[config.mk]
export PLATFORM = sky130hd
export DESIGN_NAME = sram_1r1w_ctrl
export DESIGN_NICKNAME = d
export VERILOG_FILES = /design/src/rtl/sram_ctrl_pkg.sv /design/src/rtl/sram_rsp_fifo.sv /design/src/rtl/sram_1r1w_ctrl.sv
export SDC_FILE = /design/constraint.sdc
export NUM_CORES = 1
export LEC_CHECK = 0
export BUFFER_PORTS_ARGS = -buffer_cell sky130_fd_sc_hd__buf_2
export CORE_MARGIN = 3
export CORE_UTILIZATION = 45
export CTS_CLUSTER_DIAMETER = 30
export CTS_CLUSTER_SIZE = 12
export DETAILED_ROUTE_END_ITERATION = 16
export PLACE_DENSITY_LB_ADDON = 0.2
export SLEW_MARGIN = 10
export SYNTH_ARGS = -nofsm -noshare
export SYNTH_HDL_FRONTEND = slang
export SYNTH_SLANG_ARGS = --single-unit
[constraint.sdc]
create_clock -name clk -period 3.1 [get_ports clk]
set_input_delay 0.31 -clock clk [delete_from_list [all_inputs] [get_ports clk]]
set_output_delay 0.31 -clock clk [all_outputs]
set_load 0.1 [all_outputs]
[src/rtl/sram_ctrl_pkg.sv]
// Shared types, constants and helpers for the 1R1W SRAM client controller.
package sram_ctrl_pkg;

  typedef enum logic {
    INIT = 1'b0,
    RUN  = 1'b1
  } sram_ctrl_state_t;

  // Response buffering and fixed macro read latency.
  localparam int RSP_FIFO_DEPTH = 3;
  localparam int SRAM_RD_LAT    = 2;

  // Widest data word the mask helper can expand.
  localparam int MASK_MAX_BITS  = 256;

  // Expands a per-lane enable mask into a per-bit mask (lane i covers bits
  // i*byte_w .. i*byte_w+byte_w-1). Callers zero-extend in and truncate out.
  function automatic logic [MASK_MAX_BITS-1:0] expand_mask(
    input logic [MASK_MAX_BITS-1:0] lane_mask,
    input int unsigned              byte_w
  );
    logic [MASK_MAX_BITS-1:0] bits;
    logic [MASK_MAX_BITS-1:0] shifted;
    bits = '0;
    for (int i = 0; i < MASK_MAX_BITS; i++) begin
      shifted = lane_mask >> (i / byte_w);
      bits[i] = shifted[0];
    end
    return bits;
  endfunction

endpackage

[src/rtl/sram_rsp_fifo.sv]
// Small in-order response buffer holding read data until the client takes it.
module sram_rsp_fifo
  import sram_ctrl_pkg::*;
#(
  parameter int WIDTH = 32,
  parameter int DEPTH = RSP_FIFO_DEPTH,
  parameter int CNT_W = $clog2(DEPTH + 1)
) (
  input  logic             clk,
  input  logic             rst_n,
  input  logic             push_i,
  input  logic [WIDTH-1:0] push_data_i,
  input  logic             pop_i,
  output logic [CNT_W-1:0] count_o,
  output logic [WIDTH-1:0] head_o
);

  localparam int PTR_W = (DEPTH > 1) ? $clog2(DEPTH) : 1;

  logic [WIDTH-1:0] mem_q [DEPTH];
  logic [PTR_W-1:0] wr_ptr_q;
  logic [PTR_W-1:0] rd_ptr_q;
  logic [CNT_W-1:0] count_q;
  logic             do_pop;

  function automatic logic [PTR_W-1:0] bump(input logic [PTR_W-1:0] p);
    return (p == PTR_W'(DEPTH - 1)) ? '0 : p + PTR_W'(1);
  endfunction

  assign do_pop  = pop_i && (count_q != '0);
  assign count_o = count_q;
  assign head_o  = mem_q[rd_ptr_q];

  // Storage, pointers and occupancy; push and pop may happen together.
  always_ff @(posedge clk or negedge rst_n) begin
    if (!rst_n) begin
      for (int i = 0; i < DEPTH; i++) mem_q[i] <= '0;
      wr_ptr_q <= '0;
      rd_ptr_q <= '0;
      count_q  <= '0;
    end else begin
      if (push_i) begin
        mem_q[wr_ptr_q] <= push_data_i;
        wr_ptr_q        <= bump(wr_ptr_q);
      end
      if (do_pop) rd_ptr_q <= bump(rd_ptr_q);
      if (push_i && !do_pop)      count_q <= count_q + CNT_W'(1);
      else if (!push_i && do_pop) count_q <= count_q - CNT_W'(1);
    end
  end

endmodule

[src/rtl/sram_1r1w_ctrl.sv]
// Initiator-side controller for the 1R1W SRAM macro wrappers: zero-fills the
// macro after reset, then serves valid/ready writes and reads, hiding the
// 2-cycle macro read latency and forwarding same-cycle same-address writes.
module sram_1r1w_ctrl
  import sram_ctrl_pkg::*;
#(
  parameter int WIDTH      = 32,
  parameter int DEPTH      = 64,
  parameter int ADDR_WIDTH = $clog2(DEPTH),
  parameter int BYTE       = 8
) (
  input  logic                    clk,
  input  logic                    rst_n,
  output logic                    init_done,
  input  logic                    wr_valid,
  output logic                    wr_ready,
  input  logic [ADDR_WIDTH-1:0]   wr_addr,
  input  logic [WIDTH/BYTE-1:0]   wr_mask,
  input  logic [WIDTH-1:0]        wr_data,
  input  logic                    rd_valid,
  output logic                    rd_ready,
  input  logic [ADDR_WIDTH-1:0]   rd_addr,
  output logic                    rsp_valid,
  input  logic                    rsp_ready,
  output logic [WIDTH-1:0]        rsp_data,
  output logic [WIDTH/BYTE-1:0]   ram_wen,
  output logic [ADDR_WIDTH-1:0]   ram_waddr,
  output logic [WIDTH-1:0]        ram_wdata,
  output logic                    ram_ren,
  output logic [ADDR_WIDTH-1:0]   ram_raddr,
  input  logic [WIDTH-1:0]        ram_rdata
);

  localparam int NB    = WIDTH / BYTE;
  localparam int CNT_W = $clog2(RSP_FIFO_DEPTH + 1);

  sram_ctrl_state_t      state_q, state_d;
  logic [ADDR_WIDTH-1:0] sweep_q, sweep_d;

  logic                  run, wr_fire, rd_fire, collide, deq;
  logic [CNT_W-1:0]      fifo_count;
  logic [2:0]            occupancy;

  // Read pipe: stage 1 is the cycle after issue, stage 2 lines up with ram_rdata.
  logic                  s1_valid_q, s2_valid_q;
  logic [WIDTH-1:0]      s1_fwd_data_q, s2_fwd_data_q;
  logic [NB-1:0]         s1_fwd_mask_q, s2_fwd_mask_q;
  logic [WIDTH-1:0]      fwd_bits, merged;

  assign run       = (state_q == RUN);
  assign init_done = run;
  assign wr_ready  = run;
  assign wr_fire   = wr_valid && wr_ready;
  assign deq       = rsp_valid && rsp_ready;
  assign rsp_valid = (fifo_count != '0);

  // Reads in the pipe plus buffered responses, net of this cycle's pop, must
  // leave room in the FIFO for the new request when it returns.
  assign occupancy = 3'(s1_valid_q) + 3'(s2_valid_q) + 3'(fifo_count) - 3'(deq);
  assign rd_ready  = run && (occupancy < 3'(RSP_FIFO_DEPTH));
  assign rd_fire   = rd_valid && rd_ready;
  assign collide   = wr_fire && rd_fire && (wr_addr == rd_addr);

  // State register and zero-fill sweep counter.
  always_ff @(posedge clk or negedge rst_n) begin
    if (!rst_n) begin
      state_q <= INIT;
      sweep_q <= '0;
    end else begin
      state_q <= state_d;
      sweep_q <= sweep_d;
    end
  end

  // Sweep every address once, then settle in RUN until the next reset.
  always_comb begin
    state_d = state_q;
    sweep_d = sweep_q;
    case (state_q)
      INIT: begin
        sweep_d = sweep_q + ADDR_WIDTH'(1);
        if (sweep_q == ADDR_WIDTH'(DEPTH - 1)) begin
          state_d = RUN;
          sweep_d = '0;
        end
      end
      RUN: begin
        state_d = RUN;
      end
    endcase
  end

  // Macro port drive; held quiet while reset is asserted.
  always_comb begin
    ram_wen   = '0;
    ram_waddr = '0;
    ram_wdata = '0;
    ram_ren   = 1'b0;
    ram_raddr = '0;
    if (rst_n) begin
      if (!run) begin
        ram_wen   = '1;
        ram_waddr = sweep_q;
      end else if (wr_fire) begin
        ram_wen   = wr_mask;
        ram_waddr = wr_addr;
        ram_wdata = wr_data;
      end
      if (rd_fire) begin
        ram_ren   = 1'b1;
        ram_raddr = rd_addr;
      end
    end
  end

  // Read pipe carries only same-cycle forwarded lanes; later writes never touch it.
  always_ff @(posedge clk or negedge rst_n) begin
    if (!rst_n) begin
      s1_valid_q    <= 1'b0;
      s1_fwd_data_q <= '0;
      s1_fwd_mask_q <= '0;
      s2_valid_q    <= 1'b0;
      s2_fwd_data_q <= '0;
      s2_fwd_mask_q <= '0;
    end else begin
      s1_valid_q    <= rd_fire;
      s1_fwd_data_q <= collide ? wr_data : '0;
      s1_fwd_mask_q <= collide ? wr_mask : '0;
      s2_valid_q    <= s1_valid_q;
      s2_fwd_data_q <= s1_fwd_data_q;
      s2_fwd_mask_q <= s1_fwd_mask_q;
    end
  end

  assign fwd_bits = WIDTH'(expand_mask(MASK_MAX_BITS'(s2_fwd_mask_q), BYTE));
  assign merged   = (s2_fwd_data_q & fwd_bits) | (ram_rdata & ~fwd_bits);

  sram_rsp_fifo #(
    .WIDTH (WIDTH),
    .DEPTH (RSP_FIFO_DEPTH),
    .CNT_W (CNT_W)
  ) u_rsp_fifo (
    .clk         (clk),
    .rst_n       (rst_n),
    .push_i      (s2_valid_q),
    .push_data_i (merged),
    .pop_i       (deq),
    .count_o     (fifo_count),
    .head_o      (rsp_data)
  );

endmodule

==> results.toml <==
[status]
status = "complete, but fails checks"
violations = "setup timing"

[grt]
overflow = 0
met3_usage_pct = 4.82
grt_pass1_wl_um = 30900
antenna_found_initial = 0
grt_busiest_layer = "met2"
groute.layer.met1.usage_pct = 28.2
grt_pass1_vias = 6079
grt_max_degree = 65
grt_usage_pct = 21.4
met2_usage_pct = 34.9

[critical_path]
r2r_cells = 10
rrSetupSlack_ns = 0.46
cpMostUsedCell = "inv_2"
cp-start-kind = "flip-flop"
max_stage_delay_ns = 0.40
crit_required_ns = 2.79
crit_path_max_fanout = 8
crit_buf_inv = 4
arrival_ns = 2.88
r2r_end = "s1_fwd_data_q[22]"
crit_family = "adder cells"
rr_startpoint = "u_rsp_fifo.count_o[1]"
crit_path_top_delay_cell = "dfrtp_1"
cp_cell_sequence = "o21ai_2 -> inv_2 -> ha_4 -> fa_2 -> inv_2 -> fa_1 -> nand2b_1 -> nand4_2 -> inv_4 -> and3_4 -> buf_12"
crit_type = "reg2out"
critPathCaptureType = "output pin"

[clock_tree]
cts_max_level = 4
ctsRootBufferMaster = "clkbuf_16"
cts_sinks = 183
path_clk_slew_ns = 0.06
cts_buffers = 17
clockBufferDepth = 2
insertion_delay_ns = 0.43
cts_tree = "done"

[final_layout]
final_cell_mix = "182 x dfrtp_1, 121 x nand2_1, 96 x buf_2"
diodes = 0
final_common_cell = "dfrtp_1"
drive_above_1_share_pct = 26.8
syn2layout_area_growth_pct = 37.5
nets = 1011

[yosys]
yosysWarnings = 0
syn_area_per_cell_sq_um = 10.3
synth_nets = 848
ys_seq_area_share_pct = 58.7
synth.area.mux_share_pct = 8.36
synthSimpleGateAreaFrac_pct = 16.1
synthCells = 758
synthXorXnorAreaFrac_pct = 1.44
ys_types = 37
synth_area_sq_um = 7800
synth_compound_area_share_pct = 10.0
synthAdderAreaFrac_pct = 0.995
ys_ff_latch = 183
synth_top_family_by_area = "simple AND/OR/NAND/NOR gates"
synth_edf_count = 0
synth-async-reset-ratio_pct = 100
synth-main-ff-cell = "dfrtp_1"

[floorplan]
start_util_pct = 46.5
die_y_um = 138
rows = 47
die_area_sq_um = 18900
die_x_um = 138
io_pins = 170
core_sq_um = 16800

[power_and_ir_drop]
pwr-share-comb_pct = 44.4
pwr-share-seq_pct = 28.6
power.leakage_nw = 4.98
internal-power_mw = 5.17
powerDensity_nw_per_um2 = 820
swShare_pct = 41.1
clockPowerShare_pct = 27.0
power_mw = 8.79
power.switching_mw = 3.62
ir_worst_vdd_v = 0.000612

[timing]
finalClockSkew_ns = 0.00704
grt_setup_unrepaired = "true"
worst_slew_pin_slew_ns = 0.728
fmaxAchievable_mhz = 313
setup_tns_ns = -0.591
post-route-period-util_pct = 103
hold_violations = 0
slew_violations = 0
fin_ws_ns = -0.0940
period_needed_ns = 3.19
slew_headroom_pct = 51.3
setup_violations = 7

[hold_path]
hold_start = "wr_data[28]"
whs_endpoint = "s1_fwd_data_q[28]"
hold_path_class = "in2reg"
hold_depth = 3

[detailed_routing]
dr.pass1.iters = 5
vias_per_cell = 5.14
wl_um = 19100
wl_per_cell_um = 16.5
route.detailed.drc = 0
drtAntennaViolNets = 0
dr_total_vias = 5930
drt_iter0_drc = 324

[place]
dp_hpwl_um = 13100
post-place-ws_ns = 0.0820
portBuffers = 169
place_congestion = 0.772

[flow_run]
drv_cap = 0
per-stage QoR:
stage,hold WS [ns],cells,util [%],instance area [sq um]
2_1_floorplan,0.0144,758,-,7840
3_3_place_gp,0.199,1117,59.7,10000
3_5_place_dp,0.196,1117,59.7,10000
4_1_cts,0.0885,1153,63.9,10700
5_1_grt,0.100,1154,64.0,10700
6_report,0.108,1154,64.0,10700
flip-flops by register name, indices dropped and copies added (netlist names):
signal               flops
s2_valid_q               1
u_rsp_fifo.rd_ptr_q      2
u_rsp_fifo.count_o       2
s2_fwd_mask_q            4
s1_valid_q               1
sweep_q                  6
s1_fwd_data_q           32
s2_fwd_data_q           32
s1_fwd_mask_q            4
init_done                1
u_rsp_fifo.mem_q        96
u_rsp_fifo.wr_ptr_q      2
synthesized netlist by cell type (all sizes together), types with 3 or more instances:
cell	n	area share [%]
mux2i	64	8.2
a21oi	38	2.4
nor4	36	2.9
and3	9	0.74
o21ai	100	6.4
nor2	33	1.6
ha	3	0.48
and2	34	2.7
nand2	122	5.9
a21boi	5	0.48
a21o	3	0.29
inv	30	1.4
buf	17	1.2
nand4b	3	0.34
nor2b	11	0.88
clkbuf	36	1.7
xnor2	10	1.2
dfrtp	183	59
nand2b	3	0.24
area by class of cell:
class,count,area [sq um]
well taps,220,275
inverters,30,115
repair buffers,197,2150
multi-input cells,492,2950
clock inverters,11,195
flip-flops and latches,183,4580
clock buffers,21,460
fillers,1347,6040
power groups by stage:
stage,Combinational (mW),Sequential (mW),Clock (mW)
2_1_floorplan,2.47,2.48,0
3_3_place_gp,3.85,2.56,0
3_5_place_dp,3.86,2.56,0
4_1_cts,3.92,2.52,2.42
5_1_grt,4.05,2.52,2.51
6_report,3.90,2.52,2.37
worst reg2reg max path, delay by kind of cell, from the launching register on:
family	cells	cell delay (ns)
compound gates	1	0.18
flops	1	0.40
fa+ha+maj	3	0.95
simple gates	3	0.61
buf+inv	3	0.38
worst max path at each step:
stage / start / endpoint / slack, ns / cells past startpoint
after floorplan: init_done / ram_wen[0] / -0.65 / 3
after global placement: u_rsp_fifo.count_o[1] / ram_raddr[0] / 0.14 / 11
after detailed placement: u_rsp_fifo.count_o[1] / ram_raddr[0] / 0.08 / 11
after CTS: u_rsp_fifo.count_o[0] / ram_raddr[5] / -0.09 / 11
after global routing: u_rsp_fifo.count_o[1] / ram_raddr[2] / -0.21 / 11
final: u_rsp_fifo.count_o[1] / ram_raddr[1] / -0.09 / 11
metal layers:
layer,up-vias,part of all wire [%]
met1,2837,44
met4,0,2.3
met3,35,5.5
met5,-,0
met2,186,48
li1,2872,-
logic make-up (layout without fill, tap and decap cells):
| logic type | after synthesis | in the layout |
|---|---|---|
| muxes | 65 | 65 |
| adders and majority gates | 5 | 5 |
| and+or+nand+nor | 260 | 260 |
| DFF | 183 | 183 |
| xor gates and xnor gates | 12 | 12 |
| buffers and inverters | 83 | 259 |
| AOI/OAI and AO/OA | 150 | 150 |
repair_timing:
| action | 4_1_cts | 5_1_grt |
|---|---|---|
| resized for setup | 7 | 0 |
| setup buffers | 3 | 1 |
| hold endpoints to repair | 9 | 0 |
| hold buffers | 1 | 0 |
| pin swaps | 7 | 7 |
| setup endpoints to repair | 8 | 7 |
(Power assumes the default switching activity.)
